$ cat config.mk
export PLATFORM = sky130hd
export DESIGN_NAME = gfx_rom_arbiter
export DESIGN_NICKNAME = d
export VERILOG_FILES = /design/src/rtl/gfx_rom_pkg.sv /design/src/rtl/gfx_rom_prio_sel.sv /design/src/rtl/gfx_rom_arbiter.sv
export SDC_FILE = /design/constraint.sdc
export NUM_CORES = 1
export LEC_CHECK = 0
export CORE_MARGIN = 2
export CORE_UTILIZATION = 44
export CTS_CLUSTER_DIAMETER = 60
export DETAILED_ROUTE_END_ITERATION = 8
export PLACE_DENSITY = 0.92
export SLEW_MARGIN = 20
export SYNTH_ARGS = -nofsm -noshare
export SYNTH_HDL_FRONTEND = slang
export SYNTH_SLANG_ARGS = --single-unit
$ cat constraint.sdc
create_clock -name i_clk -period 3.1 [get_ports i_clk]
set_clock_uncertainty 0.1 [all_clocks]
set_input_delay 0.62 -clock i_clk [delete_from_list [all_inputs] [get_ports i_clk]]
set_output_delay 0.62 -clock i_clk [all_outputs]
set_load 0.01 [all_outputs]
$ cat src/rtl/gfx_rom_pkg.sv
// gfx_rom_pkg: shared states, widths and defaults for the K051962 graphics ROM arbiter.
package gfx_rom_pkg;

    localparam int LO_AW                = 18;
    localparam int HI_AW                = 17;
    localparam int REQ_AW               = 19;
    localparam int ACC_CYCLES_DEFAULT   = 5;
    localparam int B_STARVE_MAX_DEFAULT = 4;
    localparam int WAIT_CW              = 4;
    localparam int STARVE_CW            = 4;

    typedef enum logic [1:0] {
        IDLE,
        ACCESS,
        RECOVER
    } arbState_t;

    // Upper-pair addresses with bit 17 set fall outside the 128K parts and mirror.
    function automatic logic mirrorErr(input logic h18, input logic bit17);
        return h18 & bit17;
    endfunction

endpackage

$ cat src/rtl/gfx_rom_prio_sel.sv
// gfx_rom_prio_sel: fixed A-over-B priority with a starvation guard for port B.
module gfx_rom_prio_sel
    import gfx_rom_pkg::*;
#(
    parameter int STARVE_MAX = B_STARVE_MAX_DEFAULT
) (
    input  logic i_clk,
    input  logic i_resetn,
    input  logic i_arb_en,
    input  logic i_a_req,
    input  logic i_b_req,
    output logic o_grant_a,
    output logic o_grant_b
);

    logic [STARVE_CW-1:0] r_starveCnt;
    logic                 w_starved;

    assign w_starved = (r_starveCnt == STARVE_CW'(STARVE_MAX));

    // Grant decision: A by default, B when alone or once A has had its quota of grants.
    always_comb begin
        o_grant_a = 1'b0;
        o_grant_b = 1'b0;
        if (i_arb_en) begin
            if (i_b_req && (!i_a_req || w_starved)) begin
                o_grant_b = 1'b1;
            end else if (i_a_req) begin
                o_grant_a = 1'b1;
            end
        end
    end

    // Count A grants taken while B waits; any cycle without B pending, or a B grant, clears it.
    always_ff @(posedge i_clk) begin
        if (!i_resetn) begin
            r_starveCnt <= '0;
        end else if (!i_b_req || o_grant_b) begin
            r_starveCnt <= '0;
        end else if (o_grant_a) begin
            r_starveCnt <= r_starveCnt + STARVE_CW'(1);
        end
    end

endmodule

$ cat src/rtl/gfx_rom_arbiter.sv
// gfx_rom_arbiter: two-port sequencer for the K13/K19 (lower) and J13/J19 (upper) ROM pairs.
// Optional one-entry last-hit cache enabled by defining GFX_ROM_LAST_HIT_EN.
module gfx_rom_arbiter
    import gfx_rom_pkg::*;
#(
    parameter int ACC_CYCLES   = ACC_CYCLES_DEFAULT,
    parameter int B_STARVE_MAX = B_STARVE_MAX_DEFAULT
) (
    input  logic              i_clk,
    input  logic              i_resetn,
    input  logic              i_a_req,
    input  logic [REQ_AW-1:0] i_a_addr,
    output logic              o_a_ack,
    input  logic              i_b_req,
    input  logic [REQ_AW-1:0] i_b_addr,
    output logic              o_b_ack,
    output logic [31:0]       o_dout,
    output logic              o_err,
    output logic [LO_AW-1:0]  o_rom_lo_addr,
    output logic              o_rom_lo_cen,
    output logic [HI_AW-1:0]  o_rom_hi_addr,
    output logic              o_rom_hi_cen,
    output logic              o_rom_oen,
    input  logic [15:0]       i_rom_k13_d,
    input  logic [15:0]       i_rom_k19_d,
    input  logic [15:0]       i_rom_j13_d,
    input  logic [15:0]       i_rom_j19_d
);

    arbState_t            r_state;
    arbState_t            w_nextState;
    logic [WAIT_CW-1:0]   r_waitCnt;
    logic                 r_srcB;
    logic                 r_selHi;
    logic                 r_reqErr;
    logic                 r_aAck;
    logic                 r_bAck;
    logic [31:0]          r_dout;
    logic                 r_err;
    logic [LO_AW-1:0]     r_loAddr;
    logic [HI_AW-1:0]     r_hiAddr;
    logic                 r_loCen;
    logic                 r_hiCen;
    logic                 r_oen;

    logic                 w_grantA;
    logic                 w_grantB;
    logic                 w_anyGrant;
    logic                 w_done;
    logic [REQ_AW-1:0]    w_winAddr;
    logic [31:0]          w_romData;
    logic                 w_lookupHit;
    logic                 w_hitActive;
    logic [31:0]          w_cacheData;

    gfx_rom_prio_sel #(
        .STARVE_MAX (B_STARVE_MAX)
    ) u_prioSel (
        .i_clk     (i_clk),
        .i_resetn  (i_resetn),
        .i_arb_en  (r_state == IDLE),
        .i_a_req   (i_a_req),
        .i_b_req   (i_b_req),
        .o_grant_a (w_grantA),
        .o_grant_b (w_grantB)
    );

    assign w_anyGrant = w_grantA | w_grantB;
    assign w_winAddr  = w_grantB ? i_b_addr : i_a_addr;
    assign w_done     = (r_state == ACCESS) && (r_waitCnt == '0);
    assign w_romData  = r_selHi ? {i_rom_j13_d, i_rom_j19_d} : {i_rom_k13_d, i_rom_k19_d};

`ifdef GFX_ROM_LAST_HIT_EN
    logic                 r_cacheValid;
    logic [REQ_AW-1:0]    r_cacheAddr;
    logic [31:0]          r_cacheData;
    logic [REQ_AW-1:0]    r_reqAddr;
    logic                 r_hit;

    assign w_lookupHit = r_cacheValid && (r_cacheAddr == w_winAddr);
    assign w_hitActive = r_hit;
    assign w_cacheData = r_cacheData;

    // Remember the last ROM-backed access so an identical re-read skips the ROM entirely.
    always_ff @(posedge i_clk) begin
        if (!i_resetn) begin
            r_cacheValid <= 1'b0;
            r_cacheAddr  <= '0;
            r_cacheData  <= '0;
            r_reqAddr    <= '0;
            r_hit        <= 1'b0;
        end else begin
            if ((r_state == IDLE) && w_anyGrant) begin
                r_reqAddr <= w_winAddr;
                r_hit     <= w_lookupHit;
            end
            if (w_done && !r_hit) begin
                r_cacheValid <= 1'b1;
                r_cacheAddr  <= r_reqAddr;
                r_cacheData  <= w_romData;
            end
        end
    end
`else
    assign w_lookupHit = 1'b0;
    assign w_hitActive = 1'b0;
    assign w_cacheData = '0;
`endif

    // State register.
    always_ff @(posedge i_clk) begin
        if (!i_resetn) begin
            r_state <= IDLE;
        end else begin
            r_state <= w_nextState;
        end
    end

    // Next state: a hit returns straight to IDLE because the ROM bus was never driven.
    always_comb begin
        w_nextState = r_state;
        case (r_state)
            IDLE:    if (w_anyGrant) w_nextState = ACCESS;
            ACCESS:  if (r_waitCnt == '0) w_nextState = w_hitActive ? IDLE : RECOVER;
            RECOVER: w_nextState = IDLE;
            default: w_nextState = IDLE;
        endcase
    end

    // Datapath: latch the winner, drive the decoded pair, count the access time, then capture and ack.
    always_ff @(posedge i_clk) begin
        if (!i_resetn) begin
            r_waitCnt <= '0;
            r_srcB    <= 1'b0;
            r_selHi   <= 1'b0;
            r_reqErr  <= 1'b0;
            r_aAck    <= 1'b0;
            r_bAck    <= 1'b0;
            r_dout    <= '0;
            r_err     <= 1'b0;
            r_loAddr  <= '0;
            r_hiAddr  <= '0;
            r_loCen   <= 1'b1;
            r_hiCen   <= 1'b1;
            r_oen     <= 1'b1;
        end else begin
            r_aAck <= 1'b0;
            r_bAck <= 1'b0;
            case (r_state)
                IDLE: begin
                    if (w_anyGrant) begin
                        r_srcB   <= w_grantB;
                        r_selHi  <= w_winAddr[REQ_AW-1];
                        r_reqErr <= mirrorErr(w_winAddr[REQ_AW-1], w_winAddr[REQ_AW-2]);
                        if (w_lookupHit) begin
                            r_waitCnt <= '0;
                        end else begin
                            r_waitCnt <= WAIT_CW'(ACC_CYCLES - 1);
                            r_oen     <= 1'b0;
                            if (w_winAddr[REQ_AW-1]) begin
                                r_hiAddr <= w_winAddr[HI_AW-1:0];
                                r_hiCen  <= 1'b0;
                            end else begin
                                r_loAddr <= w_winAddr[LO_AW-1:0];
                                r_loCen  <= 1'b0;
                            end
                        end
                    end
                end
                ACCESS: begin
                    if (r_waitCnt == '0) begin
                        r_aAck  <= !r_srcB;
                        r_bAck  <= r_srcB;
                        r_dout  <= w_hitActive ? w_cacheData : w_romData;
                        r_err   <= r_reqErr;
                        r_loCen <= 1'b1;
                        r_hiCen <= 1'b1;
                        r_oen   <= 1'b1;
                    end else begin
                        r_waitCnt <= r_waitCnt - WAIT_CW'(1);
                    end
                end
                default: ;
            endcase
        end
    end

    assign o_a_ack       = r_aAck;
    assign o_b_ack       = r_bAck;
    assign o_dout        = r_dout;
    assign o_err         = r_err;
    assign o_rom_lo_addr = r_loAddr;
    assign o_rom_lo_cen  = r_loCen;
    assign o_rom_hi_addr = r_hiAddr;
    assign o_rom_hi_cen  = r_hiCen;
    assign o_rom_oen     = r_oen;

endmodule

### Word level (Yosys, flattened, before mapping)

Cells that the tools add are included.
W data, S select, Z words.

* logic and storage cells: 70
* flip-flop bits (word level): 86
* output and inout bits: 73
* bits of input ports: 106

* equal/unequal tests: 7
* mux-type cells: 22
* bitwise operators: 4
* add/subtract/negate cells: 2
* reduce and logical (&&, ||, !) cells: 20

Operator list (count)
* $mux W32: 1
* $mux W19: 1
* $reduce_and A3 Y1: 5
* $mux W1: 11
* $mux W4: 2
* $ne A2 B2 Y1 const B: 4
* $pmux W4 S2: 1
* $reduce_and A4 Y1: 2
* $pmux W1 S2: 3
* $reduce_and A2 Y1: 3
* $add A4 B1 Y4 const B: 1
* $eq A4 B3 Y1 const B: 1
* $logic_not A4 Y1: 1
* $mux W2: 2
* $pmux W2 S2: 1
* $sub A4 B1 Y4 const B: 1
* $logic_not A1 Y1: 3
* $eq A2 B1 Y1 const B: 1
* $logic_not A2 Y1: 1
* $logic_or A1 B1 Y1: 2
* $ne A2 B1 Y1 const B: 1
* $not A1 Y1: 2
* $reduce_bool A2 Y1: 1
* $reduce_or A2 Y1: 1
* other kinds (3): 3

### Depth between registers and ports, before layout

* word-level depth: 9
* depth in mapped cells: 9
* depth with buffers taken out: 6

### Modules after synthesis

Synthesis repeated with hierarchy kept, for this count alone.

* cells, all modules: 367
* area, all modules: 3798.6 sq um

By module, submodules not included
* gfx_rom_arbiter: sequential area each 1641.6 sq um, instances 1, cells an instance 337, area an instance 3550.9 sq um
* gfx_rom_prio_sel: sequential area each 80.1 sq um, instances 1, cells an instance 30, area an instance 247.7 sq um

### Worst setup path after synthesis

No wires, ideal clock.

* path kind: input to register
* from: input i_b_req
* to: register r_hiAddr[0] (netlist: o_rom_hi_addr[0])
* setup time: 0.124 ns
* path buffers: 2
* required time: 2.876 ns
* arrival: 1.761 ns
* stages on the path: 6
* slack: 1.115 ns
* path through: or3b_1 -> a211oi_1 -> or2_2 -> buf_2 -> buf_2 -> a21oi_1

* word-level cells in the longest chain between the ends: 5
* elaborated cells between the ends (all ways): 8
* classes of those cells: mux: 5; bitwise: 1; reduce/logical: 2

Ends and longest elaborated chain
* from (decl): line gfx_rom_arbiter.sv:14 `input logic i_b_req,`
* $logic_and A1 B1 Y1 *: line gfx_rom_prio_sel.sv:26 `if (i_b_req && (!i_a_req || w_starved)) begin`
* $mux W1: line gfx_rom_prio_sel.sv:26
* $mux W1: line gfx_rom_prio_sel.sv:25 `if (i_arb_en) begin`
* $or A1 B1 Y1 or $mux W19 (tied branches): line gfx_rom_arbiter.sv:68, gfx_rom_arbiter.sv:69
* $reduce_and A3 Y1 (no source line)
* to (signal assigned): line gfx_rom_arbiter.sv:161 `r_hiAddr <= w_winAddr[HI_AW-1:0];`
* to (decl): line gfx_rom_arbiter.sv:41 `logic [HI_AW-1:0] r_hiAddr;`

Mark *: on every way between the ends. The rest lies on a longest branch, timed or not.
A chain may end at the register's enable or synchronous reset.

### Worst setup path after layout

* from: input i_b_req
* to: register r_hiAddr[4] (netlist: o_rom_hi_addr[4])

The elaborated chain is that of the path after synthesis.

==> results.md <==
* Die area at just over 0.009 mm²
* Total power at approximately 4.3 mW
* Filler Cell Count at 623
* Clock Sinks at 86
* # port buffers at 178
* LEAKAGE at 2.164 nW
* DR WL/cell at between 15 and 20 µm
* Top Ports at approximately 180
* H-tree level count at 3
* Top-area cell type share of the netlist area at between 40% and 50%
* Ranking of synthesized cells by area: dfxtp_1 (46%), mux2i_1 (14%), a211oi_1 (7.2%), o31ai_1 (6.8%), a21oi_1 (5.2%)
* Unrepaired setup endpoints after global routing: false
* CTS resizes at 0
* Largest net degree at the start of global routing at between 60 and 70
* Max-Cap Viols at 0
* CP endpoint kind: flip-flop
* Max incr delay on CP at around 0.54 ns
* Pwr dens at approximately 740 mW/mm²
* Worst-skew pair later-pin latency at around 0.34 ns
* TNS Setup at 0 ns
* Post-synthesis cell type count at 40
* Drt pass-1 iters at 4
* DR vias/cell at 5.391
* Total CTS buffers at 9
* Critical path buffers and inverters at 1
* Worst r2r src: r_waitCnt[0]
* Post-synth EDFFs at 0
* Critical-path top delay cell: clkdlybuf4s50_1
* DIE HEIGHT at 96.30 µm
* Total congestion overflow at 0
* Hold Violations, Final at 0
* Crit-path cells: clkdlybuf4s50_1 > or3b_1 > a211oi_2 > or2_2 > a21oi_1
* ANT cells at 0
* Iteration-0 DRC Markers at roughly 140
* Count leader, synth: dfxtp_1
* Seq cells post-synth at between 80 and 90
* Crit path launch type: primary input
* Critical Path AT at 2.45 ns
* DRT Wirelength at approximately 11000 µm
* Worst setup path startpoint: i_b_req
* Cell taking the most area after synthesis: dfxtp_1
* Worst EP required at between 3 and 4 ns
* Most used flip-flop cell after synthesis: dfxtp_1
* Result of the run: finished clean
* Crit path max-delay family: simple AND/OR/NAND/NOR gates
* Avg Inst Size Synth at between 9 and 10 µm²
* Global-route wire length before repair at 16840 µm
* Worst hold start: o_rom_oen
* Hold-fix buffers, CTS at 0
* CTS tree: built
* Max Fanout on Critical Path at 17
* Final setup viols at 0
* Syn_nets at a little under 500
* Worst-case clock buffer depth at 2
* Pre-CTS worst setup slack at roughly 0.45 ns
* Vias in the first global route at 3626
* Max-slew violations at 0
* FF-to-FF path depth at 7
* Maximum VDD drop at approximately 0.4 mV
* Hold WS at 0.3631 ns
* Worst slew pin tran at ~1.0 ns
* Final net count at 659
* Mapped Area at approximately 0.0037 mm²
* CP Class: in -> reg
* ANT nets after route at 0
* Clock tree root driver cell: clkbuf_8
* Final WS setup at 0.7642 ns
* Initial antenna violation count at 0
* Worst-path clk slew at roughly 0.09 ns
* Fin crit period at between 2 and 2.5 ns
* Vias post-DR at 3558
* Post-CTS Setup Repair Bufs at 0
* HP Class: reg -> reg
* Fin util at 70.65%
* Ys async rst share at 0%
* Initial core utilization at 45.39%
* Fin crit share at 75.35%
* Area growth from synthesis to layout at 55.64%
* Fmax at 0.4281 GHz
* Total number of yosys warnings at 0
* Slew margin rel. at between 30% and 40%
* Hold-critical path depth at 1
* Core area at around 0.0083 mm²
* Post-synth top cells: dfxtp_1 (86), mux2i_1 (53), nor2_1 (44)
* Total Routing Usage GR at a little under a quarter
* Site Rows at 33
* Sequential element share of the synthesized area at a little under half
* Worst path depth at 5
* # DRC at 0
* Post-DP HPWL at between 8000 and 9000 µm
* Mapped Cells at around 390
* Chip Width at between 90 and 100 µm
* Layout cell share with drive strength beyond 1 at about 6.3%
* GPL Wtd Cong at ~0.80
-- cell type report --
cell class                      instances  area (µm²)  area share [%]
Timing Repair Buffer                  188        1857           31.82
Multi-Input combinational cell        256        1819           31.18
Sequential cell                        86        1723           29.53
Clock buffer                           11       141.4           2.423
Tap cell                              105       131.4           2.252
Clock inverter                          5       128.9           2.209
Inverter                                9       33.78          0.5790
-- worst register-to-register path: cells and delay by family, from the launching register on --
kind | cells | cell delay (ns)
buf+inv | 2 | 0.56
fa+ha+maj | 1 | 0.19
simple gates | 3 | 0.75
compound gates | 1 | 0.26
flops | 1 | 0.33
-- routing by layer --
metal	vias to the layer above	wire length [µm]	track usage, %	part of all wire (%)
met3	23	628	5.325	5.6
li1	1752	-	-	-
met1	1658	4371	26.45	39
met4	0	250	9.742	2.2
met2	125	5948	42.01	53
met5	-	0	0	0
-- sequential cells by signal (all words and copies together), names as in the netlist --
signal / cells
o_rom_lo_addr: 18
r_waitCnt: 4
o_rom_lo_cen: 1
o_b_ack: 1
r_srcB: 1
o_dout: 32
u_prioSel.r_starveCnt: 4
o_err: 1
o_rom_oen: 1
r_state: 2
o_rom_hi_cen: 1
r_reqErr: 1
o_rom_hi_addr: 17
r_selHi: 1
o_a_ack: 1
-- per-stage QoR --
stage / instance area (µm²) / cells
finish: 5834 / 660
detailed placement: 5564 / 644
CTS: 5834 / 660
floorplan: 3749 / 385
global placement: 5564 / 644
global route: 5834 / 660
-- cells by family (layout without fill, tap and decap cells) --
group,count (synthesis),after routing,share of synthesized area (%)
mux,53,53,14.15
xor+xnor,5,5,1.168
fa+ha+maj,3,3,1.001
simple gates,70,70,8.645
flops,86,86,45.93
compound gates,125,125,23.13
buf+inv,43,213,5.975
-- power breakdown --
part           internal, mW  total (mW)  switching [mW]  leakage (nW)
clock network         0.643        1.04           0.398         0.134
registers              1.39        1.59           0.198         0.707
logic                 0.900        1.69           0.793          1.32
total                  2.93        4.32            1.39          2.16
-- cell usage in the layout (no fill, tap or decap), types with 2 or more instances in the layout --
cell / n
o31ai_1: 34
xnor2_1: 3
a21oi_1: 38
or3_1: 3
nor2_1: 43
nand2_1: 4
inv_1: 9
a211oi_1: 35
buf_4: 10
xor2_1: 2
or2_1: 2
a21o_1: 2
mux2i_1: 53
dfxtp_1: 85
clkdlybuf4s50_1: 178
clkbuf_8: 10
bufinv_16: 4
o2111a_1: 2
ha_1: 3
o21ai_0: 4
nor3_1: 5
nor4_1: 3
-- final timing paths --
path                           end  slack [ns]
setup / recovery  o_rom_hi_addr[4]        0.76
hold / removal           o_rom_oen        0.36
setup reg to reg        o_dout[31]        0.83
hold reg to reg          o_rom_oen        0.36
(Power assumes the default switching activity.)
